===== src/rtl/hit_judge_pkg.sv =====
// Shared types and defaults for the whack-a-mole hit judge.
// Event encoding is also usable by benches observing the judge.
package hit_judge_pkg;

  localparam int unsigned N_HOLES_DEF        = 8;
  localparam int unsigned LOCKOUT_CYCLES_DEF = 12_500_000;

  typedef enum logic [1:0] {
    IDLE    = 2'd0,
    ARMED   = 2'd1,
    LOCKOUT = 2'd2
  } state_e;

  typedef enum logic [1:0] {
    EVT_NONE = 2'd0,
    EVT_MISS = 2'd1,
    EVT_HIT  = 2'd2,
    EVT_FULL = 2'd3
  } evt_e;

endpackage


===== src/rtl/lowest_set_onehot.sv =====
// Combinational extractor: isolates the lowest set bit of a vector as a one-hot mask.
module lowest_set_onehot #(
  parameter int unsigned WIDTH = 8
) (
  input  logic [WIDTH-1:0] vec_i,
  output logic [WIDTH-1:0] onehot_c_o
);

  // Two's-complement trick: x & -x keeps only the least significant one.
  assign onehot_c_o = vec_i & (~vec_i + WIDTH'(1));

endmodule


===== src/rtl/hit_judge.sv =====
// Judges debounced button presses against the mole board and emits scoring pulses.
// Define WRONG_HIT_LOCKOUT_EN to enable the post-wrong-hit input lockout.
module hit_judge
  import hit_judge_pkg::*;
#(
  parameter int unsigned N_HOLES        = N_HOLES_DEF,
  parameter int unsigned LOCKOUT_CYCLES = LOCKOUT_CYCLES_DEF
) (
  input  logic               clk,
  input  logic               reset_n,
  input  logic               game_active,
  input  logic [N_HOLES-1:0] buttons,
  input  logic [N_HOLES-1:0] mole_up,
  input  logic [N_HOLES-1:0] mole_expired,
  output logic               miss,
  output logic               non_full_clear_hit,
  output logic               full_clear_hit,
  output logic [N_HOLES-1:0] whack_mask,
  output logic               lockout
);

  if (LOCKOUT_CYCLES < 1) begin : g_bad_lockout
    $error("LOCKOUT_CYCLES must be at least 1");
  end

  state_e             state_q, state_d;
  logic [N_HOLES-1:0] pending_q, pending_d;
  logic [N_HOLES-1:0] btn_prev_q;
  logic [N_HOLES-1:0] whack_q, whack_d;
  logic [N_HOLES-1:0] new_press, served, eff_up;
  logic               miss_q, nfch_q, fch_q;
  evt_e               evt_d;
  logic               judge_en, expiry_en;
  logic               hit_ok, wrong_hit, expired;
  logic               lock_done;

  lowest_set_onehot #(.WIDTH(N_HOLES)) u_served (
    .vec_i      (pending_q),
    .onehot_c_o (served)
  );

  // The spawner lowers a whacked mole one cycle late; hide it from the judge meanwhile.
  assign new_press = buttons & ~btn_prev_q;
  assign eff_up    = mole_up & ~whack_q;
  assign judge_en  = game_active && (state_q == ARMED);
  assign expiry_en = game_active && (state_q == ARMED || state_q == LOCKOUT);
  assign hit_ok    = |(served & eff_up);
  assign wrong_hit = judge_en && (|served) && !hit_ok;
  assign expired   = |(mole_expired & mole_up);

  // State register.
  always_ff @(posedge clk) begin
    if (!reset_n) begin
      state_q <= IDLE;
    end else begin
      state_q <= state_d;
    end
  end

  // Next-state logic.
  always_comb begin
    state_d = state_q;
    if (!game_active) begin
      state_d = IDLE;
    end else begin
      case (state_q)
        IDLE:    state_d = ARMED;
        ARMED: begin
`ifdef WRONG_HIT_LOCKOUT_EN
          if (wrong_hit) state_d = LOCKOUT;
`endif
        end
        LOCKOUT: if (lock_done) state_d = ARMED;
        default: state_d = IDLE;
      endcase
    end
  end

  // Judgement and queue update; expiry overrides any hit pulse but keeps the whack.
  always_comb begin
    evt_d     = EVT_NONE;
    whack_d   = '0;
    pending_d = '0;
    if (judge_en) begin
      pending_d = (pending_q & ~served) | new_press;
      if (wrong_hit) begin
        evt_d     = EVT_MISS;
        pending_d = '0;
      end else if (hit_ok) begin
        whack_d = served;
        evt_d   = ((eff_up & ~served) == '0) ? EVT_FULL : EVT_HIT;
      end
    end
    if (expiry_en && expired) begin
      evt_d = EVT_MISS;
    end
  end

  // Datapath and registered outputs.
  always_ff @(posedge clk) begin
    if (!reset_n) begin
      pending_q  <= '0;
      btn_prev_q <= '0;
      whack_q    <= '0;
      miss_q     <= 1'b0;
      nfch_q     <= 1'b0;
      fch_q      <= 1'b0;
    end else begin
      pending_q  <= pending_d;
      btn_prev_q <= buttons;
      whack_q    <= whack_d;
      miss_q     <= (evt_d == EVT_MISS);
      nfch_q     <= (evt_d == EVT_HIT);
      fch_q      <= (evt_d == EVT_FULL);
    end
  end

  assign miss               = miss_q;
  assign non_full_clear_hit = nfch_q;
  assign full_clear_hit     = fch_q;
  assign whack_mask         = whack_q;

`ifdef WRONG_HIT_LOCKOUT_EN
  localparam int unsigned CNT_W = $clog2(LOCKOUT_CYCLES + 1);

  logic [CNT_W-1:0] cnt_q, cnt_d;
  logic             lockout_q;

  // Counter is zero outside LOCKOUT, so each entry restarts the count.
  assign lock_done = (cnt_q == CNT_W'(LOCKOUT_CYCLES - 1));

  always_comb begin
    cnt_d = '0;
    if (game_active && state_q == LOCKOUT && !lock_done) begin
      cnt_d = cnt_q + CNT_W'(1);
    end
  end

  always_ff @(posedge clk) begin
    if (!reset_n) begin
      cnt_q     <= '0;
      lockout_q <= 1'b0;
    end else begin
      cnt_q     <= cnt_d;
      lockout_q <= (state_d == LOCKOUT);
    end
  end

  assign lockout = lockout_q;
`else
  assign lock_done = 1'b1;
  assign lockout   = 1'b0;
`endif

endmodule


===== config.mk =====
export PLATFORM = sky130hd
export DESIGN_NAME = hit_judge
export DESIGN_NICKNAME = d
export VERILOG_FILES = /design/src/rtl/hit_judge_pkg.sv /design/src/rtl/lowest_set_onehot.sv /design/src/rtl/hit_judge.sv
export SDC_FILE = /design/constraint.sdc
export NUM_CORES = 1
export LEC_CHECK = 0
export BUFFER_PORTS_ARGS = -buffer_cell sky130_fd_sc_hd__buf_2
export CELL_PAD_IN_SITES_DETAIL_PLACEMENT = 1
export CELL_PAD_IN_SITES_GLOBAL_PLACEMENT = 1
export CORE_ASPECT_RATIO = 1.1
export CORE_MARGIN = 5
export CORE_UTILIZATION = 34
export CTS_BUF_LIST = sky130_fd_sc_hd__clkbuf_4
export DETAILED_ROUTE_END_ITERATION = 10
export GPL_TIMING_DRIVEN = 0
export PLACE_DENSITY_LB_ADDON = 0.3
export SLEW_MARGIN = 20
export SYNTH_ARGS = -nofsm -noshare
export SYNTH_HDL_FRONTEND = slang
export SYNTH_SLANG_ARGS = --single-unit

===== constraint.sdc =====
create_clock -name clk -period 5.2 [get_ports clk]
set_clock_uncertainty 0.05 [all_clocks]
set_input_delay 0 -clock clk [delete_from_list [all_inputs] [get_ports clk]]
set_output_delay 0 -clock clk [all_outputs]
set_load 0.01 [all_outputs]

==> out/results.ini, run 1 <==
[worst_setup_path]
timing.critical_path.slowest_stage_cell = sky130_fd_sc_hd__or4_4
crit_path_max_fanout = 10
startpoint_class_of_the_critical_path = register
cp-startpoint = pending_q[0]$_SDFF_PP0_
worst-r2r-cell-count = 6
worstPathCellList = buf_6 -> nor4_1 -> nand2_1 -> a221o_1 -> or4_4 -> nor3b_1
crit_path_max_incr_delay_ns = 0.52
rr_endpoint = non_full_clear_hit$_SDFF_PN0_
worst-endpoint-arrival_ns = 2.44
r2r_setup_slack_ns = 2.91
criticalPathCategory = reg -> reg
cp_data_required_time_ns = 5.35
timing.critical_path.to_type = register
worstPathBufferInverterCount = 1
r2r_start = pending_q[0]$_SDFF_PP0_
cp_top_family = simple AND/OR/NAND/NOR gates

[finish]
finalCoreUtilization = 0.494
fillCellCount = 415
post-route-cell-area_um2 = 1660
fin_nets = 214
antenna-diode-count = 0
area_grow_syn2layout_pct = 38.6
most-common-layout-cells = sky130_fd_sc_hd__buf_2, sky130_fd_sc_hd__dfxtp_1, sky130_fd_sc_hd__dlygate4sd3_1, sky130_fd_sc_hd__nor2_1
register_area_um2 = 561
multiInputGateArea_um2 = 594
drive_gt1_frac = 0.263
instances_no_fill = 234
layout_commonest_cell = sky130_fd_sc_hd__buf_2

[global_routing]
grt.overflow.total = 0
first_global_vias = 1136
first_pass_grt_wire_length_um = 4940
grt_antenna_before_repair = 0
grt_max_degree = 16
grt.total_usage = 0.131

[hold_path]
timing.hold.worst.class = in -> reg
worst_hold_startpoint = mole_expired[5]
hold_path_depth = 4
min_to = full_clear_hit$_SDFF_PN0_

[timing]
worst_slew_margin_rel = 0.506
final_period_minus_worst_setup_slack_ns = 2.29
timing.fmax_mhz = 437
period_utilization_post_route = 0.440
timing_worst_slew_pin_value_ns = 0.736
final_hold_slack_ns = 0.0176
timing_max_transition_violations_final = 0
setup_repair_after_global_routing_missed_its_margin = no
hold_viol = 0
finalSetupViolations = 0
final_sum_of_negative_setup_slack_ns = 0

[yosys]
synth_flop_cell = sky130_fd_sc_hd__dfxtp_1
synth_nets = 153
synthArstFlopShare = 0
synth_enable_flop_cells = 0
number_of_standard_cells_after_synthesis = 126
syn-mean-instance-area_um2 = 9.49
synth_seq_area_share = 0.469
yosysWarningCount = 0
register_bit_total_from_synthesis = 28
mappedNetlistArea_um2 = 1200
synth_cell_types = 35

[power]
static-leakage-power_nw = 0.717
power_density_nw_per_um2 = 220
power.ir.vdd_worst_uv = 113

[route]
drc = 0
avgViaCountPerCell = 4.74
detail_route.wirelength_um = 3010
wl_per_cell_um = 12.9
drt_iter0_markers = 32
firstDrtPassIters = 2
num_vias = 1109
final_antenna_net_count = 0

[placed_design]
postPlaceCellArea_um2 = 1440
gpl.final_weighted_congestion = 0.747
buffer_ports.inserted = 37
dpl.cell_count = 211
place.detailed.hpwl_um = 2270

[die]
ioPinCount = 39
core.rowCount = 22
starting_density_of_the_core = 0.356
dieArea_um2 = 4810
chipWidth_um = 66.6
die_height_um = 72.2
core_area_um2 = 3360

[clock_tree]
clock_tree.buffer_depth = 2
clk_root_buffer_cell = sky130_fd_sc_hd__clkbuf_4
worstSkewPairLatency_ns = 0.32
cts.clk_slew.worst_paths_ns = 0.15
htree_levels = 1
cts_tree = yes
cts_num_sinks = 28
inserted_clock_buffers = 3

[run]
maxCapViolations = 0

[outcome]
run_status = finished clean

==> where the power goes <==
| part | internal (mW) | switching, mW | total [mW] |
|---|---|---|---|
| clock | 0.0281 | 0.0635 | 0.0917 |
| sequential | 0.219 | 0.00204 | 0.222 |
| combinational | 0.0291 | 0.0217 | 0.0508 |
==> worst max-delay path by stage <==
stage / slack [ns] / cells after the start / to
floorplan: 3.06 / 6 / non_full_clear_hit$_SDFF_PN0_
detailed placement: 2.92 / 6 / non_full_clear_hit$_SDFF_PN0_
global placement: 2.95 / 6 / non_full_clear_hit$_SDFF_PN0_
finish: 2.91 / 6 / non_full_clear_hit$_SDFF_PN0_
CTS: 2.89 / 6 / non_full_clear_hit$_SDFF_PN0_
global route: 2.79 / 6 / non_full_clear_hit$_SDFF_PN0_
==> Yosys cell counts, drive strengths merged, types with 2 or more instances <==
| library cell | instances | area share |
|---|---|---|
| a211oi | 4 | 0.025 |
| a21oi | 5 | 0.021 |
| a221o | 2 | 0.017 |
| a22oi | 5 | 0.031 |
| and2 | 9 | 0.047 |
| and3 | 2 | 0.010 |
| and3b | 2 | 0.015 |
| buf | 3 | 0.025 |
| dfxtp | 28 | 0.47 |
| inv | 2 | 0.0063 |
| nand2 | 6 | 0.019 |
| nand2b | 9 | 0.047 |
| nor2 | 10 | 0.031 |
| nor2b | 9 | 0.047 |
| nor3 | 8 | 0.042 |
| nor3b | 4 | 0.025 |
| nor4 | 2 | 0.016 |
| o21ai | 2 | 0.0084 |
| or4 | 3 | 0.025 |
==> state kept, by name, indices dropped and copies added, names as in the netlist <==
name,cells
whack_mask,8
btn_prev_q,8
state_q,1
miss,1
non_full_clear_hit,1
full_clear_hit,1
pending_q,8
==> logic make-up after synthesis <==
group           synth area share
flops                      0.469
compound gates             0.130
buf+inv                   0.0345
simple gates               0.364
other cells              0.00314
==> worst min-delay path, stage by stage <==
cell and delay [ns]:
sky130_fd_sc_hd__buf_2 0.08, sky130_fd_sc_hd__a22oi_1 0.06, sky130_fd_sc_hd__nand4_1 0.17, sky130_fd_sc_hd__nor3_2 0.06
==> area by class of cell <==
cell class                      count  area share
Buffer                              4      0.0204
Clock buffer                        3      0.0136
Clock inverter                      1     0.00226
Inverter                            2     0.00453
Multi-Input combinational cell     92       0.358
Sequential cell                    28       0.338
Tap cell                           48      0.0362
Timing Repair Buffer               56       0.226
==> per-stage QoR <==
| step | power (mW) | setup WS, ns |
|---|---|---|
| after floorplan | 0.248 | 3.06 |
| after global placement | 0.265 | 2.95 |
| after detailed placement | 0.266 | 2.92 |
| after CTS | 0.368 | 2.89 |
| after global routing | 0.384 | 2.79 |
| final | 0.364 | 2.91 |
==> timing repair <==
item	4_1_cts	5_1_grt
endpoints found under the hold margin	14	1
buffers inserted	0	0
hold buffers	18	1
resized for setup	0	0
==> metal layers <==
metal / global-route usage / vias to the layer above / wire, um
li1: - / 565 / -
met1: 0.153 / 517 / 1280
met2: 0.239 / 25 / 1540
met3: 0.0232 / 2 / 183
met4: 0.0406 / 0 / 17
met5: 0 / - / 0
Note: power is estimated with default switching activity, not from simulation.
==> inputs of run 2 (changes only) <==
Clock period 5.2 ns to 2.1 ns, I/O delays scaled along.
==> run 2 against run 1 <==
  * Sequential power is 150% higher
  * Sequential cell count stayed put
  * Wire length is 13% higher
  * Non-clock buffer count is 1 higher
  * The run now ends with setup timing left
  * Cell count is 0.85% higher
  * Count of clock-buffer cells in the layout stayed put
  * Register-to-register slack worse by 2.9 ns
  * Critical path type unchanged
  * Global-route usage is 1.0 points higher
==> out/results.ini, run 2 (synthesis gave the netlist of run 1 again) <==
[power]
seq_power_share = 0.525  ; -0.084
comb_power_share = 0.137  ; -0.003
share_clk_of_total_power = 0.338  ; +0.086
power_switching_share = 0.221  ; -0.0191
power.net_switching_mw = 0.231  ; +160%
power.ir.vdd_worst_uv = 359  ; +220%
power_density_nw_per_um2 = 586  ; +170%
fin_total_pwr_mw = 1.05  ; +190%
static-leakage-power_nw = 0.764  ; +6.5%
cell_internal_power_mw = 0.815  ; +190%

[route]
firstDrtPassIters = 4  ; +2
final_antenna_net_count = 0  ; unchanged
wl_per_cell_um = 14.5  ; +12%
num_vias = 1168  ; +5.3%
drt_iter0_markers = 45  ; +41%
detail_route.wirelength_um = 3420  ; +13%
drc = 0  ; unchanged
avgViaCountPerCell = 4.95  ; +4.4%

[worst_setup_path]
cp_data_required_time_ns = 2.27  ; -3.08 ns
startpoint_class_of_the_critical_path = register
criticalPathCategory = reg -> reg
worst-endpoint-arrival_ns = 2.29  ; -0.15 ns
timing.critical_path.to_type = register
r2r_setup_slack_ns = -0.02  ; -2.93 ns
r2r_start = pending_q[1]$_SDFF_PP0_
worst-r2r-cell-count = 5  ; -1
rr_endpoint = non_full_clear_hit$_SDFF_PN0_
crit_path_max_fanout = 8  ; -2

[placed_design]
place.detailed.hpwl_um = 2430  ; +7.0%
buffer_ports.inserted = 37  ; unchanged
gpl.final_weighted_congestion = 0.726  ; -2.8%
dp_slack_ns = -0.149  ; -3.07 ns
postPlaceCellArea_um2 = 1450  ; +0.35%

[finish]
layout_commonest_cell = sky130_fd_sc_hd__buf_2
fin_nets = 216  ; +0.93%
fillCellCount = 411  ; -0.96%
most-common-layout-cells = sky130_fd_sc_hd__buf_2, sky130_fd_sc_hd__dfxtp_1, sky130_fd_sc_hd__dlygate4sd3_1
antenna-diode-count = 0  ; unchanged
post-route-cell-area_um2 = 1790  ; +7.7%
area_grow_syn2layout_pct = 49.3
drive_gt1_frac = 0.346  ; +0.0823

[clock_tree]
clock_tree.buffer_depth = 2  ; unchanged
cts_num_sinks = 28  ; unchanged
inserted_clock_buffers = 3  ; unchanged
cts.clk_slew.worst_paths_ns = 0.15  ; about the same
cts_tree = yes
worstSkewPairLatency_ns = 0.33  ; about the same
clk_root_buffer_cell = sky130_fd_sc_hd__clkbuf_4
htree_levels = 1  ; unchanged

[timing]
final_period_minus_worst_setup_slack_ns = 2.12  ; -0.169 ns
fin_ws_ns = -0.0211  ; -2.93 ns
timing_max_transition_violations_final = 0  ; unchanged
hold_viol = 0  ; unchanged
period_utilization_post_route = 1.01  ; +0.570
timing.fmax_mhz = 471  ; +8.0%
setup_repair_after_global_routing_missed_its_margin = yes
finalSetupViolations = 1  ; +1

[global_routing]
grt_max_degree = 17  ; +1
grt.total_usage = 0.141  ; +0.0103
first_pass_grt_wire_length_um = 5170  ; +4.6%
first_global_vias = 1169  ; +2.9%
grt_antenna_before_repair = 0  ; unchanged
grt.overflow.total = 0  ; unchanged

[outcome]
failed_checks = setup timing
run_status = finished, violations left

[hold_path]
timing.hold.worst.class = in -> reg
hold_path_depth = 4  ; unchanged
min_to = full_clear_hit$_SDFF_PN0_
worst_hold_startpoint = mole_expired[5]

[die]
core_area_um2 = 3360  ; unchanged
dieArea_um2 = 4810  ; unchanged
core.rowCount = 22  ; unchanged
starting_density_of_the_core = 0.356  ; unchanged
chipWidth_um = 66.6  ; unchanged
ioPinCount = 39  ; unchanged
die_height_um = 72.2  ; unchanged

[run]
maxCapViolations = 0  ; unchanged

==> run 2: changes by cell type in the layout (fill, tap and decap cells not counted), sizes merged <==
cell         before  now
buf              40   43
bufinv            0    1
clkbuf            4    3
clkinv            1    0
dlygate4sd3      19   18
nor3              8    9
==> run 2: per-stage QoR <==
step	hold WS (ns)	cells	utilization	setup TNS, ns
floorplan	0.0717	126	-	-0.0108
global placement	0.163	211	0.431	-0.163
detailed placement	0.169	211	0.431	-0.926
CTS	0.00469	233	0.513	-0.146
global route	0.00539	236	0.532	-0.111
finish	0.0123	236	0.532	-0.0211
==> run 2: power groups by stage <==
stage / clock network, mW / logic [mW] / registers [mW]
detailed placement: 0 / 0.101 / 0.560
CTS: 0.367 / 0.133 / 0.549
finish: 0.353 / 0.144 / 0.549
floorplan: 0 / 0.0564 / 0.559
global placement: 0 / 0.0958 / 0.559
global route: 0.383 / 0.158 / 0.550
==> run 2: layout make-up <==
type                    count  area [um^2]  area share
inverters                   2         7.51     0.00420
repair buffers             59          395       0.221
plain buffers               2         18.8      0.0105
clock inverters             1         30.0      0.0168
well taps                  48         60.1      0.0336
multi-input cells          93          682       0.382
clock buffers               3         22.5      0.0126
flip-flops and latches     28          569       0.319
==> run 2: worst max-delay path, cell delays in order (launching register included) <==
cell and delay [ns]:
sky130_fd_sc_hd__dfxtp_4 0.40, sky130_fd_sc_hd__or3b_4 0.39, sky130_fd_sc_hd__a221o_1 0.31, sky130_fd_sc_hd__a221o_1 0.27
sky130_fd_sc_hd__or4_4 0.42, sky130_fd_sc_hd__nor3b_2 0.16
==> run 2: timing repair <==
item	4_1_cts	5_1_grt
hold endpoints to repair	14	0
setup endpoints to repair	12	15
resized for setup	10	9
gates cloned	0	1
hold buffers	18	0
buffers inserted	0	4
pin swaps	1	4
==> run 2: worst max path at each step <==
stage                                  startpoint  depth (start not counted)                       endpoint
after detailed placement  pending_q[1]$_SDFF_PP0_                          6  non_full_clear_hit$_SDFF_PN0_
final                     pending_q[1]$_SDFF_PP0_                          5  non_full_clear_hit$_SDFF_PN0_
after floorplan           pending_q[1]$_SDFF_PP0_                          6  non_full_clear_hit$_SDFF_PN0_
after global routing      pending_q[0]$_SDFF_PP0_                          6  non_full_clear_hit$_SDFF_PN0_
after global placement    pending_q[1]$_SDFF_PP0_                          6  non_full_clear_hit$_SDFF_PN0_
after CTS                 pending_q[1]$_SDFF_PP0_                          6  non_full_clear_hit$_SDFF_PN0_
==> run 2: metal layers <==
layer	GRT usage	up-vias	wire (um)
met5	0	-	0
met4	0.0542	0	19
met3	0.0263	2	228
met2	0.265	38	1790
met1	0.154	551	1380
li1	-	577	-
==> inputs of run 3 (changes only) <==
Settings changed: GPL_TIMING_DRIVEN 0 to 1, MAX_ROUTING_LAYER set to met4.
==> run 3 against run 2 <==
  * The flow still finishes with violations (setup timing)
  * Non-clock buffer count down 1
  * Critical path type unchanged
  * Hold slack better by 0.024 ns
  * Sequential power about the same
  * Utilization down 2.2 points
  * Die area unchanged
  * Combinational power down 7%
  * Power down 14%
  * Setup slack worse by 0.012 ns
  * Global-route usage up 0.59 points
==> out/results.ini, run 3 (synthesis gave the netlist of run 1 again) <==
[outcome]
run_status = finished, violations left
failed_checks = setup timing

[worst_setup_path]
r2r_start = pending_q[2]$_SDFF_PP0_
worstPathCellList = or3b_4 -> a221o_1 -> a221o_1 -> or4_4 -> nor3b_2
cp_top_family = simple AND/OR/NAND/NOR gates
worstPathBufferInverterCount = 0  ; unchanged
cp-startpoint = pending_q[2]$_SDFF_PP0_
criticalPathCategory = reg -> reg
crit_path_max_incr_delay_ns = 0.42  ; about the same
cp_data_required_time_ns = 2.25  ; -0.02 ns
startpoint_class_of_the_critical_path = register
worst-endpoint-arrival_ns = 2.28  ; about the same
timing.critical_path.slowest_stage_cell = sky130_fd_sc_hd__or4_4
crit_path_max_fanout = 6  ; -2
crit_top_cell = sky130_fd_sc_hd__a221o_1
timing.critical_path.to_type = register

[clock_tree]
clock_tree.buffer_depth = 2  ; unchanged
cts.clk_slew.worst_paths_ns = 0.15  ; about the same
cts_tree = yes
htree_levels = 1  ; unchanged
clk_root_buffer_cell = sky130_fd_sc_hd__clkbuf_4
inserted_clock_buffers = 3  ; unchanged
cts_num_sinks = 28  ; unchanged
worstSkewPairLatency_ns = 0.32  ; about the same

[placed_design]
gpl.final_weighted_congestion = 0.757  ; +4.3%
dp_slack_ns = -0.0673  ; +0.0816 ns
place.detailed.hpwl_um = 2420  ; -0.40%
buffer_ports.inserted = 37  ; unchanged

[timing]
final_period_minus_worst_setup_slack_ns = 2.13  ; +0.0121 ns
hold_viol = 0  ; unchanged
timing.fmax_mhz = 469  ; -0.57%
final_hold_slack_ns = 0.0362  ; +0.0239 ns
final_sum_of_negative_setup_slack_ns = -0.0408  ; -0.0196 ns
setup_repair_after_global_routing_missed_its_margin = yes
finalSetupViolations = 2  ; +1
period_utilization_post_route = 1.02  ; +0.00576
timing_max_transition_violations_final = 0  ; unchanged
fin_ws_ns = -0.0332  ; -0.0121 ns

[finish]
antenna-diode-count = 0  ; unchanged
fin_nets = 214  ; -0.93%
most-common-layout-cells = sky130_fd_sc_hd__buf_2, sky130_fd_sc_hd__dfxtp_1, sky130_fd_sc_hd__dlygate4sd3_1
layout_commonest_cell = sky130_fd_sc_hd__buf_2
finalCoreUtilization = 0.509  ; -0.0224
area_grow_syn2layout_pct = 43.0
drive_gt1_frac = 0.339  ; -0.00704

[power]
fin_total_pwr_mw = 0.904  ; -14%
static-leakage-power_nw = 0.733  ; -4.0%
power.ir.vdd_worst_uv = 282  ; -21%
power_density_nw_per_um2 = 528  ; -9.8%

[global_routing]
first_pass_grt_wire_length_um = 5400  ; +4.4%
first_global_vias = 1192  ; +2.0%
grt_antenna_before_repair = 0  ; unchanged
grt_max_degree = 16  ; -1
grt.overflow.total = 0  ; unchanged
grt.total_usage = 0.147  ; +0.00587

[route]
drt_iter0_markers = 32  ; -29%
drc = 0  ; unchanged
firstDrtPassIters = 3  ; -1
final_antenna_net_count = 0  ; unchanged
detail_route.wirelength_um = 3180  ; -7.1%
num_vias = 1121  ; -4.0%
wl_per_cell_um = 13.6  ; -6.3%
avgViaCountPerCell = 4.79  ; -3.2%

[die]
ioPinCount = 39  ; unchanged
die_height_um = 72.2  ; unchanged
core.rowCount = 22  ; unchanged
dieArea_um2 = 4810  ; unchanged
chipWidth_um = 66.6  ; unchanged
starting_density_of_the_core = 0.356  ; unchanged
core_area_um2 = 3360  ; unchanged

[hold_path]
timing.hold.worst.class = in -> reg
worst_hold_startpoint = mole_expired[5]

[run]
maxCapViolations = 0  ; unchanged

run 3: changes by cell type in the layout (fill, tap and decap cells not counted), sizes merged:
cell and change:
clkinv +1, buf -1, nor3 -1, bufinv -1
run 3: report_power, final:
| part | switching, mW | total, mW | internal, mW |
|---|---|---|---|
| Combinational | 0.0577 | 0.134 | 0.0763 |
| Clock | 0.151 | 0.221 | 0.0694 |
| Sequential | 0.00665 | 0.549 | 0.542 |
run 3: through the flow:
stage	instance area, um^2	instances
5_1_grt	1710	234
6_report	1710	234
3_3_place_gp	1440	211
2_1_floorplan	1200	126
3_5_place_dp	1440	211
4_1_cts	1680	234
run 3: area by class of cell:
| type | instances | area (um^2) |
|---|---|---|
| well taps | 48 | 60.1 |
| repair buffers | 60 | 403 |
| clock buffers | 3 | 22.5 |
| fillers | 412 | 1650 |
| inverters | 2 | 7.51 |
| multi-input cells | 92 | 647 |
| flip-flops and latches | 28 | 567 |
| clock inverters | 1 | 3.75 |
run 3: tightest hold or removal path: cells and delay by family:
kind | cells | cell delay (ns)
and+or+nand+nor | 2 | 0.24
buffers and inverters | 1 | 0.08
AOI/OAI and AO/OA | 1 | 0.05
run 3: per-layer routing:
layer | global-route usage | wire length (um)
met5 | - | 0
met4 | 0.0339 | 29
met3 | 0.0279 | 219
met2 | 0.271 | 1600
met1 | 0.162 | 1320
run 3: final timing paths:
path | end | slack (ns) | cells past startpoint
setup / recovery | non_full_clear_hit$_SDFF_PN0_ | -0.03 | 5
hold reg to reg | pending_q[0]$_SDFF_PP0_ | 0.37 | 1
hold / removal | full_clear_hit$_SDFF_PN0_ | 0.04 | 4
setup reg to reg | non_full_clear_hit$_SDFF_PN0_ | -0.03 | 5
run 3: repair_timing:
action,CTS,global route
endpoints found under the setup margin,5,11
hold buffers,18,0
buffers inserted,1,0
resized for setup,7,8
pin swaps,2,2
endpoints found under the hold margin,14,0
